[config.mk]
export PLATFORM = sky130hd
export DESIGN_NAME = sid_spi_writer
export DESIGN_NICKNAME = d
export VERILOG_FILES = /design/src/rtl/sid_spi_writer.sv
export SDC_FILE = /design/constraint.sdc
export NUM_CORES = 1
export LEC_CHECK = 0
export BUFFER_PORTS_ARGS = -buffer_cell sky130_fd_sc_hd__clkbuf_2
export CORE_AREA = 5 5 87 89
export DETAILED_ROUTE_END_ITERATION = 7
export DIE_AREA = 0 0 92 94
export PLACE_DENSITY = 0.83
export SYNTH_ARGS = -nofsm -noshare
export SYNTH_HDL_FRONTEND = slang
export SYNTH_SLANG_ARGS = --single-unit
[constraint.sdc]
create_clock -name clk -period 3.6 [get_ports clk]
set_input_delay 0.36 -clock clk [delete_from_list [all_inputs] [get_ports clk]]
set_output_delay 0.36 -clock clk [all_outputs]
set_load 0.02 [all_outputs]
[src/rtl/sid_spi_writer.sv]
// SPI master that queues SID register writes and shifts each one out as the
// two-byte frame {1,addr[4:0],data[7:6]} {00,data[5:0]}, mode 0, MSB first.
module sid_spi_writer #(
  parameter int CLK_DIV = 6,   // clk cycles per SCK half-period, >= 3
  parameter int FIFO_AW = 2,   // log2 of request FIFO depth
  parameter int CS_GAP  = 12   // min clk cycles CS_n high between frames, >= 1
) (
  input  logic       clk,
  input  logic       rst_n,
  input  logic       i_valid,
  output logic       o_ready,
  input  logic [4:0] i_addr,
  input  logic [7:0] i_data,
  output logic       o_sck,
  output logic       o_mosi,
  output logic       o_cs_n,
  output logic       o_busy,
  output logic       o_done
);

  localparam int DEPTH   = 1 << FIFO_AW;
  localparam int CNT_MAX = (CLK_DIV > CS_GAP) ? CLK_DIV : CS_GAP;
  localparam int CW      = $clog2(CNT_MAX + 1);

  localparam logic [CW-1:0]    HALF_LAST = CW'(CLK_DIV - 1);
  localparam logic [CW-1:0]    GAP_LAST  = CW'(CS_GAP - 1);
  localparam logic [FIFO_AW:0] FULL_CNT  = (FIFO_AW + 1)'(DEPTH);

  typedef enum logic [1:0] {
    ST_IDLE,
    ST_SETUP,
    ST_SHIFT,
    ST_GAP
  } state_t;

  typedef struct packed {
    logic [4:0] addr;
    logic [7:0] data;
  } req_t;

  // ---------------------------------------------------------------------------
  // Request FIFO
  // ---------------------------------------------------------------------------
  req_t                mem_q [DEPTH];
  logic [FIFO_AW-1:0]  wr_ptr_q, wr_ptr_d;
  logic [FIFO_AW-1:0]  rd_ptr_q, rd_ptr_d;
  logic [FIFO_AW:0]    count_q, count_d;

  logic   fifo_full;
  logic   fifo_empty;
  logic   push;
  logic   pop;
  req_t   head;

  // ---------------------------------------------------------------------------
  // Shifter / FSM
  // ---------------------------------------------------------------------------
  state_t         state_q, state_d;
  logic [CW-1:0]  cnt_q, cnt_d;
  logic [3:0]     bit_q, bit_d;
  logic [15:0]    shreg_q, shreg_d;
  logic           sck_q, sck_d;
  logic           mosi_q, mosi_d;
  logic           cs_n_q, cs_n_d;
  logic           done_q, done_d;
  logic [15:0]    frame_w;

  assign fifo_full  = (count_q == FULL_CNT);
  assign fifo_empty = (count_q == '0);

  // A push while full is dropped even if the FSM pops in the same cycle.
  assign push = i_valid && !fifo_full;
  assign pop  = (state_q == ST_IDLE) && !fifo_empty;
  assign head = mem_q[rd_ptr_q];

  assign frame_w = {1'b1, head.addr, head.data[7:6], 2'b00, head.data[5:0]};

  // NOTE: payload storage has no reset; validity is tracked by the pointers and
  // count, so resetting the array would only cost flops and a reset fan-out.
  always_ff @(posedge clk) begin
    if (push) begin
      mem_q[wr_ptr_q] <= '{addr: i_addr, data: i_data};
    end
  end

  always_comb begin
    wr_ptr_d = wr_ptr_q;
    rd_ptr_d = rd_ptr_q;
    count_d  = count_q;
    if (push) begin
      wr_ptr_d = wr_ptr_q + FIFO_AW'(1);
    end
    if (pop) begin
      rd_ptr_d = rd_ptr_q + FIFO_AW'(1);
    end
    case ({push, pop})
      2'b10:   count_d = count_q + (FIFO_AW + 1)'(1);
      2'b01:   count_d = count_q - (FIFO_AW + 1)'(1);
      default: count_d = count_q;
    endcase
  end

  // NOTE: every signal driven here gets a default before the case statement,
  // so no path leaves a value unassigned and no latch is inferred.
  always_comb begin
    state_d = state_q;
    cnt_d   = cnt_q;
    bit_d   = bit_q;
    shreg_d = shreg_q;
    sck_d   = sck_q;
    mosi_d  = mosi_q;
    cs_n_d  = cs_n_q;
    done_d  = 1'b0;

    case (state_q)
      ST_IDLE: begin
        if (pop) begin
          shreg_d = frame_w;
          mosi_d  = frame_w[15];
          cs_n_d  = 1'b0;
          cnt_d   = '0;
          bit_d   = '0;
          state_d = ST_SETUP;
        end
      end

      ST_SETUP: begin
        if (cnt_q == HALF_LAST) begin
          cnt_d   = '0;
          sck_d   = 1'b1;
          state_d = ST_SHIFT;
        end else begin
          cnt_d = cnt_q + CW'(1);
        end
      end

      ST_SHIFT: begin
        if (cnt_q == HALF_LAST) begin
          cnt_d = '0;
          if (sck_q) begin
            // Falling edge: advance MOSI so it is settled well before the next rise.
            sck_d   = 1'b0;
            shreg_d = {shreg_q[14:0], 1'b0};
            mosi_d  = shreg_q[14];
          end else if (bit_q == 4'd15) begin
            cs_n_d  = 1'b1;
            mosi_d  = 1'b0;
            done_d  = 1'b1;
            state_d = ST_GAP;
          end else begin
            sck_d = 1'b1;
            bit_d = bit_q + 4'd1;
          end
        end else begin
          cnt_d = cnt_q + CW'(1);
        end
      end

      ST_GAP: begin
        if (cnt_q == GAP_LAST) begin
          cnt_d   = '0;
          state_d = ST_IDLE;
        end else begin
          cnt_d = cnt_q + CW'(1);
        end
      end

      default: state_d = ST_IDLE;
    endcase
  end

  // NOTE: state registers use non-blocking assignments so every flop samples
  // the pre-edge value of its inputs regardless of process evaluation order.
  always_ff @(posedge clk or negedge rst_n) begin
    if (!rst_n) begin
      wr_ptr_q <= '0;
      rd_ptr_q <= '0;
      count_q  <= '0;
      state_q  <= ST_IDLE;
      cnt_q    <= '0;
      bit_q    <= '0;
      shreg_q  <= '0;
      sck_q    <= 1'b0;
      mosi_q   <= 1'b0;
      cs_n_q   <= 1'b1;
      done_q   <= 1'b0;
    end else begin
      wr_ptr_q <= wr_ptr_d;
      rd_ptr_q <= rd_ptr_d;
      count_q  <= count_d;
      state_q  <= state_d;
      cnt_q    <= cnt_d;
      bit_q    <= bit_d;
      shreg_q  <= shreg_d;
      sck_q    <= sck_d;
      mosi_q   <= mosi_d;
      cs_n_q   <= cs_n_d;
      done_q   <= done_d;
    end
  end

  assign o_sck   = sck_q;
  assign o_mosi  = mosi_q;
  assign o_cs_n  = cs_n_q;
  assign o_done  = done_q;
  assign o_ready = !fifo_full;
  assign o_busy  = (state_q != ST_IDLE) || !fifo_empty;

endmodule

==> impl_metrics.py, run 1 <==
metrics = {
    "clock_tree": {
        "htreeDepth": 3,
        "tritoncts": "done",
        "cts.sink_count": 88,
        "post-cts-setup-buffer-count": 0,
        "cts.repair.resized": 0,
        "clock_tree.root_cell": "sky130_fd_sc_hd__clkbuf_8",
        "postCtsHoldBufs": 0,
        "cts.clk_slew.worst_paths_ps": 90,
        "clock_tree.buffer_depth": 2,
        "tritoncts.num_buffers": 9,
        "clk_latency_ps": 350,
    },
    "timing": {
        "slew_headroom_pct": 39.9,
        "clock_skew_ps": 7.81,
        "setup-violations-final": 0,
        "layout_setup_ws_ps": 1200,
        "final.period_utilization_pct": 66.7,
        "finalCriticalPeriod_ps": 2400,
        "worst_pin_slew_ps": 902,
        "grt_setup_unrepaired": "no",
        "slew_viol_final": 0,
        "achievable-frequency_ghz": 0.417,
        "final_hold_viol_count": 0,
        "final.setup.tns_ps": 0,
    },
    "drt": {
        "route.vias.total": 2161,
        "avgViaCountPerCell": 5.75,
        "drt-wirelength-per-cell_um": 17.1,
        "detail_route.first_pass.iterations": 4,
        "drtIter0Drc": 208,
        "routed_wirelength_um": 6420,
        "drt_drc_violations_left": 0,
        "antenna_left": 0,
    },
    "synthesis": {
        "post-synth-top-area-fraction_pct": 39.9,
        "top_cell_type_by_total_area_after_synthesis": "sky130_fd_sc_hd__edfxtp_1",
        "synthesis.area_um2": 3920,
        "most_used_standard_cells_in_the_synthesized_netlist": "sky130_fd_sc_hd__edfxtp_1, sky130_fd_sc_hd__dfrtp_1, sky130_fd_sc_hd__nand2_1",
        "asyncSetResetFlopFracSynth_pct": 40.9,
        "syn_area_per_cell_um2": 14.7,
        "synth_top_flop_cell": "sky130_fd_sc_hd__edfxtp_1",
        "synthesis.yosys.warnings": 0,
        "synth.lib_cells_used.distinct": 48,
        "synth_top_cells_by_area": "sky130_fd_sc_hd__edfxtp_1, sky130_fd_sc_hd__dfrtp_1, sky130_fd_sc_hd__mux4_2, sky130_fd_sc_hd__ha_1, sky130_fd_sc_hd__mux2i_1",
        "synth_seq_cells": 88,
        "synth_edf_count": 52,
        "synth_cells": 267,
        "syn_nets": 297,
        "ys_seq_area_share_pct": 62.9,
        "post-synth-top-count-cell": "sky130_fd_sc_hd__edfxtp_1",
    },
    "power": {
        "p_switching_w": 0.00123,
        "power_report.internal_total_w": 0.00216,
        "power.sequential.fraction_pct": 47.0,
        "clock_power_share_pct": 18.8,
        "netSwitchingFraction_pct": 36.4,
        "ir_worst_vdd_v": 0.000415,
        "power_per_cell_area_nw_per_um2": 798,
        "power.combinational.fraction_pct": 34.2,
        "leakagePower_nw": 1.72,
    },
    "setup_path": {
        "crit_required_ps": 3800,
        "r2r_cells": 6,
        "crit_fanout": 25,
        "crit-reg2reg-launch": "state_q[0]",
        "worstSetupPathType": "flip-flop to flip-flop",
        "crit-reg2reg-capture": "shreg_q[3]",
        "rrSetupSlack_ps": 1200,
        "endpoint_class_of_the_critical_path": "flip-flop",
        "crit_arrival_ps": 2600,
        "critPathLaunchType": "flip-flop",
    },
    "global_route": {
        "antenna_violations_before_repair": 0,
        "grt-ovfl-total": 0,
        "grt.met3_usage_pct": 3.61,
        "use_met2_pct": 27.4,
        "grt.busiest_layer": "met2",
        "groute.layer.met1.usage_pct": 21.0,
        "grt_first_pass_wirelength_um": 10800,
        "grt.total_usage_pct": 16.5,
        "grt_max_degree": 37,
        "first_global_vias": 2184,
    },
    "final_layout": {
        "fin_util_pct": 63.6,
        "share_of_post_route_cells_with_drive_strength_above_1_pct": 19.6,
        "nets": 321,
        "antennaDiodeCount": 0,
        "finalNonFillerCells": 376,
        "layout_stage_area_growth_over_the_synthesis_result_pct": 8.50,
    },
    "die": {
        "effective_utilization_at_floorplan_pct": 58.6,
        "die_h_um": 94,
        "placementRows": 30,
        "die_width_um": 92,
        "pin_count": 22,
        "dieArea_um2": 8650,
        "placeableCoreArea_um2": 6680,
    },
    "place": {
        "buffer_ports.inserted": 21,
        "pre_cts_slack_ps": 1210,
        "numPlacedInstances": 360,
        "place.detailed.hpwl_um": 4410,
        "gp_congestion": 0.829,
    },
    "run_status": {
        "outcome": "completed",
    },
    "flow_run": {
        "max_cap_viol_count": 0,
    },
    "min_path": {
        "holdCritPathClass": "input pin to asynchronous set/reset pin",
    },
}
==> cells in the final DEF, fill, tap and decap left out, types with 5 or more instances in the layout <==
cell type	Yosys	routed
sky130_fd_sc_hd__a21oi_1	6	6
sky130_fd_sc_hd__ha_1	13	13
sky130_fd_sc_hd__nor2_1	9	9
sky130_fd_sc_hd__edfxtp_1	52	52
sky130_fd_sc_hd__nand2_1	28	28
sky130_fd_sc_hd__mux4_1	5	5
sky130_fd_sc_hd__o21ai_0	22	22
sky130_fd_sc_hd__mux4_2	8	8
sky130_fd_sc_hd__clkbuf_8	1	9
sky130_fd_sc_hd__inv_1	11	11
sky130_fd_sc_hd__dfrtp_1	35	35
sky130_fd_sc_hd__mux2i_1	14	14
sky130_fd_sc_hd__clkbuf_2	1	21
sky130_fd_sc_hd__nand3_1	5	5
==> worst max-delay path by stage <==
stage	startpoint	endpoint	slack, ps	cells past startpoint
2_1_floorplan	count_q[0]	count_q[2]	1420	10
3_3_place_gp	state_q[0]	shreg_q[1]	1370	6
3_5_place_dp	state_q[0]	shreg_q[3]	1210	6
4_1_cts	state_q[0]	shreg_q[3]	1170	6
5_1_grt	state_q[0]	shreg_q[3]	990	6
6_report	state_q[0]	shreg_q[3]	1200	6
==> cell type report <==
cell class / instances / area, µm²
clock inverter: 7 / 62.6
multi-input combinational: 157 / 1340
fill: 468 / 2430
sequential: 88 / 2460
clock buffer: 9 / 124
tap: 80 / 100
inverter: 13 / 48.8
timing repair buffer: 22 / 113
==> power by group through the flow <==
stage                     logic (W)  clock network (W)  registers (W)
after floorplan             0.00102                  0        0.00151
after global placement      0.00113                  0        0.00160
after detailed placement    0.00117                  0        0.00162
after CTS                   0.00118           0.000652        0.00160
after global routing        0.00131           0.000698        0.00163
final                       0.00116           0.000637        0.00159
==> routing by layer <==
layer	vias up	routed length, µm
met5	-	0
met4	0	60
met3	7	217
met2	43	3280
met1	1057	2860
li1	1054	-
==> metrics by stage <==
stage               area, µm²  hold WS [ps]  total power [W]
CTS                      4250           141          0.00343
global placement         4060           456          0.00273
detailed placement       4060           461          0.00279
finish                   4250           123          0.00339
global route             4250           190          0.00364
floorplan                3920          64.4          0.00252
==> critical path: stages (launching register included) <==
cell	delay, ps
sky130_fd_sc_hd__dfrtp_1	410
sky130_fd_sc_hd__inv_1	130
sky130_fd_sc_hd__ha_1	270
sky130_fd_sc_hd__nor4b_4	410
sky130_fd_sc_hd__inv_2	180
sky130_fd_sc_hd__a32oi_4	620
sky130_fd_sc_hd__o21ai_0	230
==> kinds of logic (layout without fill, tap and decap cells) <==
group                    count (synthesis)  in the layout  share of synthesized area, %
AO/OA/AOI/OAI                           43             43                          7.29
multiplexers                            29             29                          12.1
AND/OR/NAND/NOR                         65             65                          8.72
buffers and inverters                   22             51                          2.94
flip-flops                              88             88                          62.9
XOR/XNOR                                 6              6                          1.34
adder cells (fa/ha/maj)                 14             14                          4.67
==> flip-flops by register name (all words and copies together), names as in the netlist <==
| name | count |
|---|---|
| mem_q | 52 |
| bit_q | 4 |
| o_sck | 1 |
| rd_ptr_q | 2 |
| state_q | 2 |
| count_q | 3 |
| wr_ptr_q | 2 |
| o_cs_n | 1 |
| o_done | 1 |
| cnt_q | 4 |
| o_mosi | 1 |
| shreg_q | 15 |
(Power assumes the default switching activity.)
==> run 2, diff against run 1 <==
--- a/config.mk
+++ b/config.mk
@@ -5,10 +5,11 @@
 export SDC_FILE = /design/constraint.sdc
 export NUM_CORES = 1
 export LEC_CHECK = 0
+export ABC_AREA = 1
 export BUFFER_PORTS_ARGS = -buffer_cell sky130_fd_sc_hd__clkbuf_2
-export CORE_AREA = 5 5 87 89
+export CORE_AREA = 5 5 88 90
 export DETAILED_ROUTE_END_ITERATION = 7
-export DIE_AREA = 0 0 92 94
+export DIE_AREA = 0 0 93 95
 export PLACE_DENSITY = 0.83
 export SYNTH_ARGS = -nofsm -noshare
 export SYNTH_HDL_FRONTEND = slang
==> constraint.sdc (replaced) <==
create_clock -name clk -period 2.5 [get_ports clk]
set_input_delay 0.25 -clock clk [delete_from_list [all_inputs] [get_ports clk]]
set_output_delay 0.25 -clock clk [all_outputs]
set_load 0.02 [all_outputs]
==> impl_metrics.py, run 2 <==
metrics = {
    "global_route": {
        "antenna_violations_before_repair": 0,
        "grt-ovfl-total": 0,
        "grt.total_usage_pct": 17.7,
        "grt_first_pass_wirelength_um": 11900,
        "first_global_vias": 2630,
        "grt_max_degree": 37,
    },
    "drt": {
        "antenna_left": 0,
        "detailroute.wirelength.met2_um": 3420,
        "met1_length_um": 3160,
        "avgViaCountPerCell": 5.25,
        "route.vias.total": 2723,
        "drtIter0Drc": 192,
        "detail_route.first_pass.iterations": 4,
        "top_signal_layer_used": "met4",
        "drt_drc_violations_left": 0,
        "routed_wirelength_um": 6980,
        "detailroute.wirelength.met3_um": 300,
        "drt-wirelength-per-cell_um": 13.5,
    },
    "timing": {
        "slew_viol_final": 0,
        "worst_pin_slew_ps": 893,
        "final.period_utilization_pct": 84.8,
        "clock_skew_ps": 7.95,
        "final.setup.tns_ps": 0,
        "final_hold_viol_count": 0,
        "setup-violations-final": 0,
        "finalCriticalPeriod_ps": 2120,
        "achievable-frequency_ghz": 0.471,
        "slew_headroom_pct": 40.5,
        "grt_setup_unrepaired": "no",
    },
    "die": {
        "effective_utilization_at_floorplan_pct": 56.9,
        "placeableCoreArea_um2": 6980,
        "placementRows": 31,
        "dieArea_um2": 8840,
        "die_width_um": 93,
        "pin_count": 22,
        "die_h_um": 95,
    },
    "clock_tree": {
        "tritoncts.num_buffers": 9,
        "post-cts-setup-buffer-count": 0,
        "tritoncts": "done",
        "htreeDepth": 3,
        "cts.clk_slew.worst_paths_ps": 100,
        "clock_tree.buffer_depth": 2,
        "clock_tree.root_cell": "sky130_fd_sc_hd__clkbuf_8",
        "cts.repair.resized": 0,
        "postCtsHoldBufs": 0,
        "clk_latency_ps": 350,
        "cts.sink_count": 88,
    },
    "synthesis": {
        "syn_nets": 434,
        "main_combinational_cell_family_by_area_after_synthesis": "simple AND/OR/NAND/NOR gates",
        "synth_top_flop_cell": "sky130_fd_sc_hd__edfxtp_1",
        "synth-simple-area-share_pct": 25.6,
        "synth_edf_count": 52,
        "synthesis.area_um2": 3970,
        "synth_seq_cells": 88,
        "ys_seq_area_share_pct": 62.0,
        "synthAdderAreaFrac_pct": 4.60,
        "synth_cells": 404,
        "top_cell_type_by_total_area_after_synthesis": "sky130_fd_sc_hd__edfxtp_1",
        "synth-compound-area-share_pct": 1.98,
        "synth_top_cells_by_area": "sky130_fd_sc_hd__edfxtp_1, sky130_fd_sc_hd__dfrtp_1, sky130_fd_sc_hd__nand2_1, sky130_fd_sc_hd__nand3_1, sky130_fd_sc_hd__ha_1",
        "post-synth-top-count-cell": "sky130_fd_sc_hd__nand2_1",
        "asyncSetResetFlopFracSynth_pct": 40.9,
        "muxShareOfSynthArea_pct": 0,
        "synthesis.yosys.warnings": 0,
        "post-synth-top-area-fraction_pct": 39.3,
        "most_used_standard_cells_in_the_synthesized_netlist": "sky130_fd_sc_hd__nand2_1, sky130_fd_sc_hd__edfxtp_1, sky130_fd_sc_hd__nand3_1",
        "yosys.area_share.xor_xnor_pct": 1.54,
        "synth.lib_cells_used.distinct": 27,
        "syn_area_per_cell_um2": 9.83,
    },
    "final_layout": {
        "max_ffs_per_register": 52,
        "multi_input_area_um2": 1340,
        "nets": 462,
        "top_register": "mem_q",
        "share_of_post_route_cells_with_drive_strength_above_1_pct": 13.7,
        "layout_stage_area_growth_over_the_synthesis_result_pct": 9.92,
        "seq_area_um2": 2460,
        "finish.instance_area_um2": 4370,
        "mostFrequentLayoutCell": "sky130_fd_sc_hd__nand2_1",
        "final.fill_count": 549,
        "antennaDiodeCount": 0,
        "layout_top_registers": "mem_q x52, shreg_q x15",
        "most-common-layout-cells": "sky130_fd_sc_hd__nand2_1, sky130_fd_sc_hd__edfxtp_1, sky130_fd_sc_hd__nand3_1, sky130_fd_sc_hd__dfrtp_1",
    },
    "power": {
        "ir_worst_vdd_v": 0.000517,
        "power.combinational.fraction_pct": 13.1,
        "clock_power_share_pct": 29.1,
        "power_per_cell_area_nw_per_um2": 726,
        "p_total_w": 0.00317,
        "netSwitchingFraction_pct": 28.0,
        "p_switching_w": 0.000887,
        "leakagePower_nw": 2.02,
        "power_report.internal_total_w": 0.00228,
        "power.sequential.fraction_pct": 57.8,
    },
    "place": {
        "gp_congestion": 0.812,
        "dpl-instance-area_um2": 4180,
        "buffer_ports.inserted": 21,
        "place.detailed.hpwl_um": 4500,
    },
    "min_path": {
        "holdCritPathClass": "input pin to asynchronous set/reset pin",
    },
    "flow_run": {
        "max_cap_viol_count": 0,
    },
    "run_status": {
        "outcome": "completed",
    },
    "setup_path": {
        "worstSetupPathType": "flip-flop to flip-flop",
        "endpoint_class_of_the_critical_path": "flip-flop",
        "crit_required_ps": 2780,
        "crit_arrival_ps": 2400,
        "critPathLaunchType": "flip-flop",
        "crit_fanout": 4,
    },
}
## run 2: cell types whose count changed after synthesis, sizes merged, moves of 3 or more
cell	before	now
nand2b	3	0
inv	13	27
nor2	9	25
nand2	28	164
mux2i	14	0
mux4	13	0
buf	5	11
o21ai	23	7
and3	4	0
nand3	5	51
o211ai	3	0
xor2	2	5
## run 2: critical path: stages (launching register included)
cell	delay, ps
sky130_fd_sc_hd__dfrtp_1	420
sky130_fd_sc_hd__inv_1	120
sky130_fd_sc_hd__ha_1	300
sky130_fd_sc_hd__nand2_1	140
sky130_fd_sc_hd__inv_1	100
sky130_fd_sc_hd__ha_1	150
sky130_fd_sc_hd__inv_1	70
sky130_fd_sc_hd__fa_1	380
sky130_fd_sc_hd__nor2_1	110
sky130_fd_sc_hd__nor2_1	40
sky130_fd_sc_hd__nand2_1	70
sky130_fd_sc_hd__xor2_1	140
## run 2: kinds of logic after synthesis
| kind of cell | count (synthesis) |
|---|---|
| XOR/XNOR | 7 |
| adder cells (fa/ha/maj) | 14 |
| buffers and inverters | 40 |
| flip-flops | 88 |
| AND/OR/NAND/NOR | 242 |
| AO/OA/AOI/OAI | 13 |
## run 2: stage by stage
stage | cells | util, % | hold slack, ps | worst slack, ps
floorplan | 404 | - | -45.6 | 565
global placement | 503 | 59.9 | 407 | 521
detailed placement | 503 | 59.9 | 420 | 408
CTS | 519 | 62.5 | 22.6 | 365
global route | 519 | 62.5 | 73.0 | 215
finish | 519 | 62.5 | 2.06 | 379
## run 2: power groups by stage
stage	clock (W)	sequential [W]	combinational, W
2_1_floorplan	0	0.00185	0.000266
3_3_place_gp	0	0.00186	0.000395
3_5_place_dp	0	0.00186	0.000426
4_1_cts	0.000939	0.00183	0.000427
5_1_grt	0.00101	0.00185	0.000468
6_report	0.000922	0.00183	0.000414
## run 2: cell type report
class / instances / area share (%)
Sequential cell: 88 / 56.4
Multi-Input combinational cell: 276 / 30.7
Timing Repair Buffer: 30 / 3.95
Clock buffer: 9 / 2.84
Tap cell: 82 / 2.35
Inverter: 27 / 2.32
Clock inverter: 7 / 1.46
## run 2: worst paths after layout
kind / startpoint / endpoint / slack (ps) / cells past startpoint
max: state_q[0] / count_q[2] / 380 / 11
min: rst_n / cnt_q[2] / 2 / 1
max reg2reg: state_q[0] / count_q[2] / 380 / 11
min reg2reg: shreg_q[13] / shreg_q[13] / 490 / 2
max in group asynchronous: rst_n / wr_ptr_q[0] / 1930 / 1
min in group clk: i_data[7] / mem_q[1][7] / 110 / 1
## run 2: per-layer routing
metal / up-vias / GRT usage, %
li1: 1369 / -
met1: 1292 / 22.0
met2: 55 / 30.5
met3: 7 / 3.59
met4: 0 / 6.96
met5: - / 0
